--- config.mk ---
export PLATFORM = sky130hd
export DESIGN_NAME = fdiv_seq_flat
export DESIGN_NICKNAME = d
export VERILOG_FILES = /design/src/rtl/fdiv_if.sv /design/src/rtl/fdiv_seq.sv /design/src/flat_wrapper.sv
export SDC_FILE = /design/constraint.sdc
export NUM_CORES = 1
export LEC_CHECK = 0
export ABC_AREA = 1
export CORE_UTILIZATION = 30
export CTS_CLUSTER_SIZE = 8
export DETAILED_ROUTE_END_ITERATION = 12
export GPL_ROUTABILITY_DRIVEN = 0
export PLACE_DENSITY = 0.46
export SETUP_SLACK_MARGIN = 0.4
export SYNTH_ARGS = -nofsm -noshare
export SYNTH_HDL_FRONTEND = slang
export SYNTH_SLANG_ARGS = --single-unit
export TNS_END_PERCENT = 20
--- constraint.sdc ---
create_clock -name clk -period 2.85 [get_ports clk]
set_input_delay 0.57 -clock clk [delete_from_list [all_inputs] [get_ports clk]]
set_output_delay 0.57 -clock clk [all_outputs]
set_load 0.02 [all_outputs]
--- src/rtl/fdiv_if.sv ---
// ---------------------------------------------------------------------------
// fdiv_if -- handshake bundle for the sequential fp32 divider.
//
// Input side  : in_valid / in_ready with operands a (dividend), b (divisor).
// Output side : out_valid / out_ready with result and the four status flags
//               (flag_invalid, flag_dz, flag_ovf, flag_unf).
// Modports    : master = issue stage / bench, slave = divider.
// ---------------------------------------------------------------------------
interface fdiv_if;
  logic        in_valid;
  logic        in_ready;
  logic [31:0] a;
  logic [31:0] b;
  logic        out_valid;
  logic        out_ready;
  logic [31:0] result;
  logic        flag_invalid;
  logic        flag_dz;
  logic        flag_ovf;
  logic        flag_unf;

  modport master (
    output in_valid, a, b, out_ready,
    input  in_ready, out_valid, result,
           flag_invalid, flag_dz, flag_ovf, flag_unf
  );

  modport slave (
    input  in_valid, a, b, out_ready,
    output in_ready, out_valid, result,
           flag_invalid, flag_dz, flag_ovf, flag_unf
  );
endinterface

--- src/rtl/fdiv_seq.sv ---
// ---------------------------------------------------------------------------
// fdiv_seq -- sequential IEEE-754 single-precision divider.
//
// Ports:
//   clk    : rising-edge clock
//   rst_n  : asynchronous active-low reset, aborts any operation in flight
//   bus    : fdiv_if.slave
//            in_valid/in_ready, a, b      operand handshake (ready only in IDLE)
//            out_valid/out_ready, result  result handshake, held until taken
//            flag_invalid/dz/ovf/unf      status, valid only with out_valid
//
// Operation: special operands (NaN, inf, zero; denormals flush to zero) are
// resolved in the accept cycle and reported one cycle later. Otherwise a
// restoring divider produces ITER quotient bits of {1,ma}/{1,mb}, one per
// cycle, followed by a single normalise/round/pack cycle.
//
// Build option: define FDIV_RNE_EN for round-to-nearest-even; without it the
// quotient is truncated. Latency is the same in both builds.
// ---------------------------------------------------------------------------
module fdiv_seq #(
  parameter int ITER = 26  // 24 significand + 1 normalisation + 1 guard bit
) (
  input  logic   clk,
  input  logic   rst_n,
  fdiv_if.slave  bus
);

  localparam logic [31:0] QNAN = 32'h7FC0_0000;

  typedef enum logic [1:0] {S_IDLE, S_DIV, S_PACK, S_DONE} state_t;

  state_t state, state_nxt;

  // -------------------------------------------------------------------------
  // Operand unpack and special-case classification (used in the accept cycle)
  // -------------------------------------------------------------------------
  logic        sign_in;
  logic [7:0]  a_exp, b_exp;
  logic [22:0] a_man, b_man;
  logic        a_zero, b_zero, a_inf, b_inf, a_nan, b_nan;

  assign sign_in = bus.a[31] ^ bus.b[31];
  assign a_exp   = bus.a[30:23];
  assign b_exp   = bus.b[30:23];
  assign a_man   = bus.a[22:0];
  assign b_man   = bus.b[22:0];

  // exp==0 covers both true zero and denormals, which are flushed to zero.
  assign a_zero = (a_exp == 8'h00);
  assign b_zero = (b_exp == 8'h00);
  assign a_inf  = (a_exp == 8'hFF) && (a_man == 23'd0);
  assign b_inf  = (b_exp == 8'hFF) && (b_man == 23'd0);
  assign a_nan  = (a_exp == 8'hFF) && (a_man != 23'd0);
  assign b_nan  = (b_exp == 8'hFF) && (b_man != 23'd0);

  logic        spec_hit;
  logic [31:0] spec_res;
  logic        spec_inv, spec_dz;

  always_comb begin
    // NOTE: every output gets a default first so no path leaves a latch.
    spec_hit = 1'b1;
    spec_res = 32'd0;
    spec_inv = 1'b0;
    spec_dz  = 1'b0;
    if (a_nan || b_nan) begin
      spec_res = QNAN;
      spec_inv = 1'b1;
    end else if ((a_inf && b_inf) || (a_zero && b_zero)) begin
      spec_res = QNAN;
      spec_inv = 1'b1;
    end else if (a_inf) begin
      spec_res = {sign_in, 8'hFF, 23'd0};
    end else if (b_inf) begin
      spec_res = {sign_in, 8'h00, 23'd0};
    end else if (b_zero) begin
      spec_res = {sign_in, 8'hFF, 23'd0};
      spec_dz  = 1'b1;
    end else if (a_zero) begin
      spec_res = {sign_in, 8'h00, 23'd0};
    end else begin
      spec_hit = 1'b0;
    end
  end

  logic accept;
  assign accept = bus.in_valid && (state == S_IDLE);

  // -------------------------------------------------------------------------
  // Datapath registers
  // -------------------------------------------------------------------------
  logic               sign_q;
  logic [25:0]        rem_q;   // partial remainder, always < 2*divisor
  logic [23:0]        dvs_q;   // {1,mb}
  logic [25:0]        quo_q;   // quotient bits, MSB has weight 1
  logic [4:0]         cnt_q;
  logic signed [9:0]  exp_q;   // biased exponent before normalisation
  logic [31:0]        res_q;
  logic               inv_q, dz_q, ovf_q, unf_q;

  // One restoring step: subtract if it fits, then shift for the next bit.
  logic [25:0] trial;
  logic        q_bit;
  logic [25:0] rem_nxt;

  assign trial   = rem_q - {2'b00, dvs_q};
  assign q_bit   = (rem_q >= {2'b00, dvs_q});
  assign rem_nxt = q_bit ? {trial[24:0], 1'b0} : {rem_q[24:0], 1'b0};

  // -------------------------------------------------------------------------
  // Normalise, round and pack (consumed in PACK)
  // -------------------------------------------------------------------------
  logic               norm;
  logic [25:0]        quo_n;     // quotient with leading one at bit 25
  logic [23:0]        mant24;
  logic               grd, stk;
  logic               round_inc;
  logic [24:0]        mant_rnd;
  logic               rnd_carry;
  logic signed [9:0]  e_norm, e_fin;
  logic [31:0]        pack_res;
  logic               pack_ovf, pack_unf;

  assign norm   = quo_q[25];
  assign quo_n  = norm ? quo_q : {quo_q[24:0], 1'b0};
  assign mant24 = quo_n[25:2];
  assign grd    = quo_n[1];
  // Shifting the remainder left never drops a bit, so rem!=0 is exact.
  assign stk    = quo_n[0] | (rem_q != 26'd0);

`ifdef FDIV_RNE_EN
  assign round_inc = grd & (stk | mant24[0]);
`else
  logic unused_rnd;
  assign unused_rnd = grd ^ stk;
  assign round_inc  = 1'b0;
`endif

  assign mant_rnd  = {1'b0, mant24} + {24'd0, round_inc};
  assign rnd_carry = mant_rnd[24];
  assign e_norm    = exp_q - (norm ? 10'sd0 : 10'sd1);
  assign e_fin     = e_norm + (rnd_carry ? 10'sd1 : 10'sd0);

  always_comb begin
    pack_ovf = 1'b0;
    pack_unf = 1'b0;
    pack_res = {sign_q, e_fin[7:0], rnd_carry ? 23'd0 : mant_rnd[22:0]};
    if (e_fin >= 10'sd255) begin
      pack_res = {sign_q, 8'hFF, 23'd0};
      pack_ovf = 1'b1;
    end else if (e_fin <= 10'sd0) begin
      pack_res = {sign_q, 8'h00, 23'd0};
      pack_unf = 1'b1;
    end
  end

  // -------------------------------------------------------------------------
  // FSM: state register / next state / outputs
  // -------------------------------------------------------------------------
  always_ff @(posedge clk or negedge rst_n) begin
    // NOTE: sequential state uses non-blocking assignments only, so every
    // flop samples pre-edge values regardless of statement order.
    if (!rst_n) state <= S_IDLE;
    else        state <= state_nxt;
  end

  always_comb begin
    state_nxt = state;
    unique case (state)
      S_IDLE: if (accept) state_nxt = spec_hit ? S_DONE : S_DIV;
      S_DIV:  if (cnt_q == 5'(ITER - 1)) state_nxt = S_PACK;
      S_PACK: state_nxt = S_DONE;
      S_DONE: if (bus.out_ready) state_nxt = S_IDLE;
      default: state_nxt = S_IDLE;
    endcase
  end

  logic in_ready_c, out_valid_c;

  always_comb begin
    in_ready_c  = (state == S_IDLE);
    out_valid_c = (state == S_DONE);
  end

  assign bus.in_ready     = in_ready_c;
  assign bus.out_valid    = out_valid_c;
  assign bus.result       = res_q;
  assign bus.flag_invalid = inv_q;
  assign bus.flag_dz      = dz_q;
  assign bus.flag_ovf     = ovf_q;
  assign bus.flag_unf     = unf_q;

  // -------------------------------------------------------------------------
  // Datapath sequencing
  // -------------------------------------------------------------------------
  always_ff @(posedge clk or negedge rst_n) begin
    // NOTE: datapath registers are reset too, so an aborted divide leaves
    // no stale result or flag behind.
    if (!rst_n) begin
      sign_q <= 1'b0;
      rem_q  <= '0;
      dvs_q  <= '0;
      quo_q  <= '0;
      cnt_q  <= '0;
      exp_q  <= '0;
      res_q  <= '0;
      inv_q  <= 1'b0;
      dz_q   <= 1'b0;
      ovf_q  <= 1'b0;
      unf_q  <= 1'b0;
    end else begin
      unique case (state)
        S_IDLE: begin
          if (accept) begin
            sign_q <= sign_in;
            if (spec_hit) begin
              res_q <= spec_res;
              inv_q <= spec_inv;
              dz_q  <= spec_dz;
            end else begin
              rem_q <= {2'b00, 1'b1, a_man};
              dvs_q <= {1'b1, b_man};
              quo_q <= '0;
              cnt_q <= '0;
              exp_q <= $signed({2'b00, a_exp}) - $signed({2'b00, b_exp}) + 10'sd127;
            end
          end
        end
        S_DIV: begin
          rem_q <= rem_nxt;
          quo_q <= {quo_q[24:0], q_bit};
          cnt_q <= cnt_q + 5'd1;
        end
        S_PACK: begin
          res_q <= pack_res;
          ovf_q <= pack_ovf;
          unf_q <= pack_unf;
        end
        S_DONE: begin
          if (bus.out_ready) begin
            inv_q <= 1'b0;
            dz_q  <= 1'b0;
            ovf_q <= 1'b0;
            unf_q <= 1'b0;
          end
        end
        default: ;
      endcase
    end
  end

endmodule

--- src/flat_wrapper.sv ---
// flat-port wrapper written by rule: the top's interface ports become plain ports
module fdiv_seq_flat 
#(
  parameter int ITER = 26                                                   
)
  (clk, rst_n, bus_in_valid, bus_a, bus_b, bus_out_ready, bus_in_ready, bus_out_valid, bus_result, bus_flag_invalid, bus_flag_dz, bus_flag_ovf, bus_flag_unf);
  fdiv_if bus_i ();
  input  logic clk;
  input  logic rst_n;
  input wire logic [$bits(bus_i.in_valid)-1:0] bus_in_valid;
  input wire logic [$bits(bus_i.a)-1:0] bus_a;
  input wire logic [$bits(bus_i.b)-1:0] bus_b;
  input wire logic [$bits(bus_i.out_ready)-1:0] bus_out_ready;
  output wire logic [$bits(bus_i.in_ready)-1:0] bus_in_ready;
  output wire logic [$bits(bus_i.out_valid)-1:0] bus_out_valid;
  output wire logic [$bits(bus_i.result)-1:0] bus_result;
  output wire logic [$bits(bus_i.flag_invalid)-1:0] bus_flag_invalid;
  output wire logic [$bits(bus_i.flag_dz)-1:0] bus_flag_dz;
  output wire logic [$bits(bus_i.flag_ovf)-1:0] bus_flag_ovf;
  output wire logic [$bits(bus_i.flag_unf)-1:0] bus_flag_unf;
  assign bus_i.in_valid = bus_in_valid;
  assign bus_i.a = bus_a;
  assign bus_i.b = bus_b;
  assign bus_i.out_ready = bus_out_ready;
  assign bus_in_ready = bus_i.in_ready;
  assign bus_out_valid = bus_i.out_valid;
  assign bus_result = bus_i.result;
  assign bus_flag_invalid = bus_i.flag_invalid;
  assign bus_flag_dz = bus_i.flag_dz;
  assign bus_flag_ovf = bus_i.flag_ovf;
  assign bus_flag_unf = bus_i.flag_unf;
  fdiv_seq #(.ITER(ITER)) u_core (.clk(clk), .rst_n(rst_n), .bus(bus_i));
endmodule
==> results.txt, run 1 <==
TritonCTS Buffers -> 17
Overflow after GRT -> 0
Layout cell share with drive strength beyond 1 -> 0.0988
DIE WIDTH -> 178 µm
Area delta synth->final -> 27.6%
Worst hold margin -> 0.0382 ns
#FFs+latches synth -> 130
CP bufs+invs -> 2
Yosys top cell by area -> dfrtp_1
Initial Util -> 0.305
Hold Path Class -> in -> async
Crit start category -> flop
Worst-path cell chain -> inv_1 -> ha_2 -> clkdlybuf4s50_1
Clock buffer depth -> 2
Vias -> 8990
Reg clk slew, reported paths -> 0.07 ns
Syn Inst Count -> 1397
Fin cells -> 1934
CP max FO -> 6
Final setup fails -> 0
Initial drt markers -> 571
Core Region -> 30500 µm²
Cell Pwr Density -> 1110 nW/µm²
Crit path arrival time -> 1.83 ns
Top delay family on crit path -> buffers and inverters
Slew margin rel. -> 0.603
First-pass GRT wire length -> 47100 µm
Root Driver -> clkbuf_16
Placed cell count -> 1895
Status -> finished clean
Clock sinks -> 130
Hold violation count in the final report -> 0
Distinct cell type count after synthesis -> 42
Row Count -> 64
Async SR Flop Fraction -> 1.00
Post-placement setup slack -> -0.0858 ns
IO Pins -> 106
Mapped Nets -> 1508
Leakage -> 5.82 nW
Top post-synthesis cells by count -> nand2_1, inv_1, nor2_1
Critical path endpoint category -> output pin
Routed len/inst -> 15.0 µm
Fin util -> 0.388
Most frequent cell after synthesis -> nand2_1
Diode count -> 0
Largest net degree at the start of global routing -> 59
Final WS setup -> 0.448 ns
Yosys Warn Count -> 0
Ys flop type -> dfrtp_1
Sw Share -> 0.499
Sequential share of power -> 0.206
Switching Power -> 0.00656 W
Power share of the clock group -> 0.170
Post-synthesis sequential area ratio -> 0.350
Worst path max stage delay -> 0.63 ns
Comb pwr share -> 0.624
Total Routing Usage GR -> 0.192
Max IR drop VDD -> 469 µV
Crit path time final -> 2.40 ns
Int Pwr -> 0.00659 W
Number of iterations in the first detailed-routing pass -> 5
Initial antenna violation count -> 0
Setup crit start -> u_core.state[0]$_DFFE_PN0P_
Slowest CP cell -> clkdlybuf4s50_1
FF/Latch Area -> 3250 µm²
Clk_lat worst skew -> 0.43 ns
RSZ-0062 raised after global routing -> true
Number of global-route vias before repair -> 8707
Worst Skew -> 0.0124 ns
Fillers -> 3249
Critical Path RT -> 2.28 ns
F_max -> 0.416 GHz
Via density -> 4.65
Max_cap viols -> 0
Final slew viol count -> 0
Mapped Area -> 9290 µm²
Worst setup path class -> reg -> out
R2R Path Start -> u_core.rem_q[13]$_DFFE_PN0P_
Die Ht -> 178 µm
Synthesized area per cell -> 6.65 µm²
Final period util -> 0.843
H-tree Lvls -> 4
Number of synthesized flops with an enable pin -> 0
Overall Power -> 0.0132 W
IO buf count -> 105
Worst Tran Pin Value -> 0.595 ns
DIE AREA -> 31700 µm²
Top post-synthesis cells by area -> dfrtp_1, nand2_1, inv_1
TritonCTS clock tree -> yes
Post-DRT Antenna Nets -> 0
# DRC -> 0
Final WL -> 29100 µm
Final net count -> 1636
Multi-input gate area -> 5210 µm²
Detailed Place HPWL -> 22700 µm
Synth top area share -> 0.350
==> per-layer routing <==
layer | track usage | wire, µm | up-vias
met5 | 0 | 0 | -
met4 | 0.0360 | 326 | 0
met3 | 0.0260 | 1090 | 23
met2 | 0.294 | 12400 | 147
met1 | 0.286 | 15300 | 4124
li1 | - | - | 4696
==> flip-flops by register name, summed over array words and instances (netlist names), 2 cells and up <==
register	count
u_core.dvs_q	24
u_core.exp_q	10
u_core.bus.result	32
u_core.state	2
u_core.rem_q	26
u_core.cnt_q	5
u_core.quo_q	26
==> worst register-to-register path: cells and delay by family (launching register included) <==
family	cells	cell delay (ns)
AOI/OAI and AO/OA	2	0.42
adders and majority gates	1	0.33
buffers and inverters	2	0.22
DFF	1	0.45
and+or+nand+nor	8	0.77
==> cell usage in the layout, fill, tap and decap left out, drive strengths merged, types with 18 or more instances in the layout <==
cell type / instances
clkdlybuf4s50: 102
dfrtp: 130
nand4: 36
ha: 41
clkbuf: 18
buf: 48
nor2: 164
o21ai: 111
a21oi: 24
nand2: 470
nand3: 115
inv: 198
==> kinds of logic (layout without fill, tap and decap cells) <==
group | count (synthesis) | in the layout | synth area share
DFF | 130 | 130 | 0.350
adders and majority gates | 43 | 43 | 0.0595
buffers and inverters | 236 | 377 | 0.106
xor gates and xnor gates | 22 | 22 | 0.0228
muxes | 1 | 1 | 0.00108
AOI/OAI and AO/OA | 162 | 162 | 0.0936
and+or+nand+nor | 803 | 803 | 0.367
==> power by group through the flow <==
stage / logic [W] / registers [W] / clock network (W)
after CTS: 0.00782 / 0.00271 / 0.00230
after global placement: 0.00767 / 0.00273 / 0
after global routing: 0.00935 / 0.00276 / 0.00238
after floorplan: 0.00554 / 0.00267 / 0
final: 0.00821 / 0.00270 / 0.00224
after detailed placement: 0.00769 / 0.00274 / 0
==> final cells by class <==
| cell class | count | share of cell area |
|---|---|---|
| inverters | 191 | 0.0608 |
| well taps | 396 | 0.0418 |
| multi-input cells | 1031 | 0.440 |
| repair inverters | 1 | 0.000633 |
| clock buffers | 17 | 0.0359 |
| repair buffers | 153 | 0.133 |
| flip-flops and latches | 130 | 0.275 |
| clock inverters | 15 | 0.0138 |
==> metrics by stage <==
stage / setup TNS [ns] / area [µm²]
2_1_floorplan: 0 / 9290
3_3_place_gp: -0.151 / 11000
3_5_place_dp: -0.153 / 11000
4_1_cts: 0 / 11600
5_1_grt: 0 / 11900
6_report: 0 / 11900
==> worst paths after layout <==
path,end,slack (ns),cells past startpoint
worst min-delay path,u_core.dvs_q[18]$_DFFE_PN0P_,0.04,1
max in group asynchronous,u_core.bus.result[6]$_DFFE_PN0P_,2.13,2
worst max-delay path,bus_in_ready,0.45,3
min in group clk,u_core.dvs_q[23]$_DFFE_PN0P_,0.48,2
worst min register to register,u_core.dvs_q[23]$_DFFE_PN0P_,0.48,2
worst max register to register,u_core.rem_q[12]$_DFFE_PN0P_,0.57,13
==> repair_timing <==
| item | in CTS | in global routing |
|---|---|---|
| resized for setup | 2 | 49 |
| setup endpoints to repair | 34 | 97 |
| setup buffers | 2 | 3 |
| pin swaps | 1 | 9 |
| hold buffers | 0 | 0 |
| gates cloned | 0 | 2 |
(Power assumes the default switching activity.)
==> inputs of run 2 (changes only) <==
Settings changed: PLACE_DENSITY 0.46 to 0.48.
Clock period 2.85 ns to 2.05 ns, I/O delays scaled along.
==> run 2 against run 1 <==
Against the previous run:
- the run now ends with setup timing left
- final cell count rose by 9.8%
- non-clock buffer count rose by 187
- sequential share of layout area fell by 4.4 points
- sequential power rose by 40%
- register-to-register slack got worse by 0.70 ns
- critical path type is now reg -> reg
==> results.txt, run 2 (synthesized netlist as in run 1, its figures left out) <==
Status -> complete, but fails checks
Failing checks -> setup timing
Setup TNS -> -1.59 ns
Leakage -> 7.04 nW
Via density -> 4.61
Max_cap viols -> 0
TritonCTS Buffers -> 17
Placed Area -> 12400 µm²
Die Ht -> 178 µm
Worst setup path class -> reg -> reg
Crit path arrival time -> 2.49 ns
Core Region -> 30500 µm²
Number of iterations in the first detailed-routing pass -> 5
Overflow after GRT -> 0
Clock sinks -> 130
Largest net degree at the start of global routing -> 52
Leading cell types in the layout, fill and taps excluded -> nand2_1, buf_4, inv_1
Area delta synth->final -> 52.0%
Reg clk slew, reported paths -> 0.06 ns
CP max FO -> 8
Critical path endpoint category -> flop
Final slew viol count -> 0
Cell Pwr Density -> 1590 nW/µm²
Initial antenna violation count -> 5
Clk_lat worst skew -> 0.44 ns
Fin area -> 14100 µm²
Root Driver -> clkbuf_16
Hold Path Class -> in -> reg
Max IR drop VDD -> 864 µV
Commonest non-fill, non-tap cell in the layout -> nand2_1
Initial drt markers -> 617
Number of global-route vias before repair -> 9609
RSZ-0062 raised after global routing -> true
Worst Tran Pin Value -> 0.419 ns
Routed len/inst -> 14.2 µm
Max FFs per register -> 32
F_max -> 0.459 GHz
# DRC -> 0
Post-placement setup slack -> -0.678 ns
Final WS setup -> -0.129 ns
TritonCTS clock tree -> yes
DIE AREA -> 31700 µm²
Layout cell share with drive strength beyond 1 -> 0.301
Total Routing Usage GR -> 0.196
Row Count -> 64
IO Pins -> 106
DIE WIDTH -> 178 µm
Vias -> 9788
H-tree Lvls -> 4
IO buf count -> 105
Final period util -> 1.06
Detailed Place HPWL -> 22500 µm
Crit start category -> flop
Clock buffer depth -> 2
Worst hold margin -> 0.352 ns
Final net count -> 1822
Critical Path RT -> 2.36 ns
Hold violation count in the final report -> 0
Crit path time final -> 2.18 ns
Slew margin rel. -> 0.719
Final setup fails -> 24
Post-DRT Antenna Nets -> 0
Final WL -> 30100 µm
First-pass GRT wire length -> 48400 µm
Worst Skew -> 0.0199 ns
Initial Util -> 0.305
## run 2: changes by cell type in the layout (fill, tap and decap cells not counted), moves of 20 or more
cell / previous run / this run
buf_4: 36 / 212
ha_4: 1 / 30
inv_1: 181 / 142
inv_2: 8 / 42
nand3_2: 3 / 34
nand3_1: 110 / 73
nand2_2: 7 / 46
dlygate4sd2_1: 0 / 82
nand2_1: 459 / 413
nor2_1: 145 / 125
clkdlybuf4s50_1: 102 / 9
## run 2: layout make-up
cell class	instances	area, µm²
sequential	130	3250
fill	3109	16400
inverter	191	742
multi-input combinational	1031	6080
tap	396	495
clock buffer	20	467
clock inverter	12	96.3
antenna	3	7.51
timing repair buffer	340	2980
## run 2: final timing paths
check / startpoint / to / slack (ns) / cells past startpoint
max in group asynchronous: rst_n / u_core.quo_q[20]$_DFFE_PN0P_ / 1.09 / 3
min reg2reg: u_core.bus.result[24]$_DFFE_PN0P_ / u_core.bus.result[24]$_DFFE_PN0P_ / 0.47 / 2
min: bus_b[3] / u_core.dvs_q[3]$_DFFE_PN0P_ / 0.35 / 3
max: u_core.rem_q[13]$_DFFE_PN0P_ / u_core.rem_q[12]$_DFFE_PN0P_ / -0.13 / 14
min in group asynchronous: rst_n / u_core.quo_q[10]$_DFFE_PN0P_ / 0.38 / 2
max reg2reg: u_core.rem_q[13]$_DFFE_PN0P_ / u_core.rem_q[12]$_DFFE_PN0P_ / -0.13 / 14
## run 2: power by group
group,leakage (nW),switching (W),internal (W)
registers,1.70,0.000519,0.00325
clock network,0.271,0.00130,0.00166
logic,5.07,0.00882,0.00689
total,7.04,0.0106,0.0118
## run 2: worst max-delay path, cell delays in order (launching register included)
cell and delay, ns:
dfrtp_1 0.43, ha_4 0.33, nand2_4 0.07, buf_4 0.13, nor2_2 0.06, nand2_1 0.07
nor2_2 0.14, nand4_2 0.14, nand3_4 0.19, buf_12 0.17, nand2_2 0.07, inv_2 0.05
nor2_1 0.03, nor2_1 0.11, nor2_1 0.06
## run 2: repair_timing
action                                 4_1_cts  5_1_grt
cloned                                       2        2
resized for setup                          285       76
setup buffers                               17       13
endpoints found under the hold margin       12        0
setup endpoints to repair                  167      136
hold buffers                                 1        0
pin swaps                                  111       31
## run 2: routing by layer
metal | global-route usage | part of all wire | up-vias
met5 | 0 | 0.00043 | -
met4 | 0.0538 | 0.016 | 2
met3 | 0.0356 | 0.037 | 40
met2 | 0.309 | 0.44 | 176
met1 | 0.273 | 0.50 | 4496
li1 | - | - | 5074
## run 2: through the flow
| step | power [W] | cells | util |
|---|---|---|---|
| after floorplan | 0.0116 | 1397 | - |
| after global placement | 0.0166 | 2053 | 0.406 |
| after detailed placement | 0.0167 | 2053 | 0.406 |
| after CTS | 0.0213 | 2105 | 0.448 |
| after global routing | 0.0244 | 2123 | 0.463 |
| final | 0.0225 | 2123 | 0.463 |
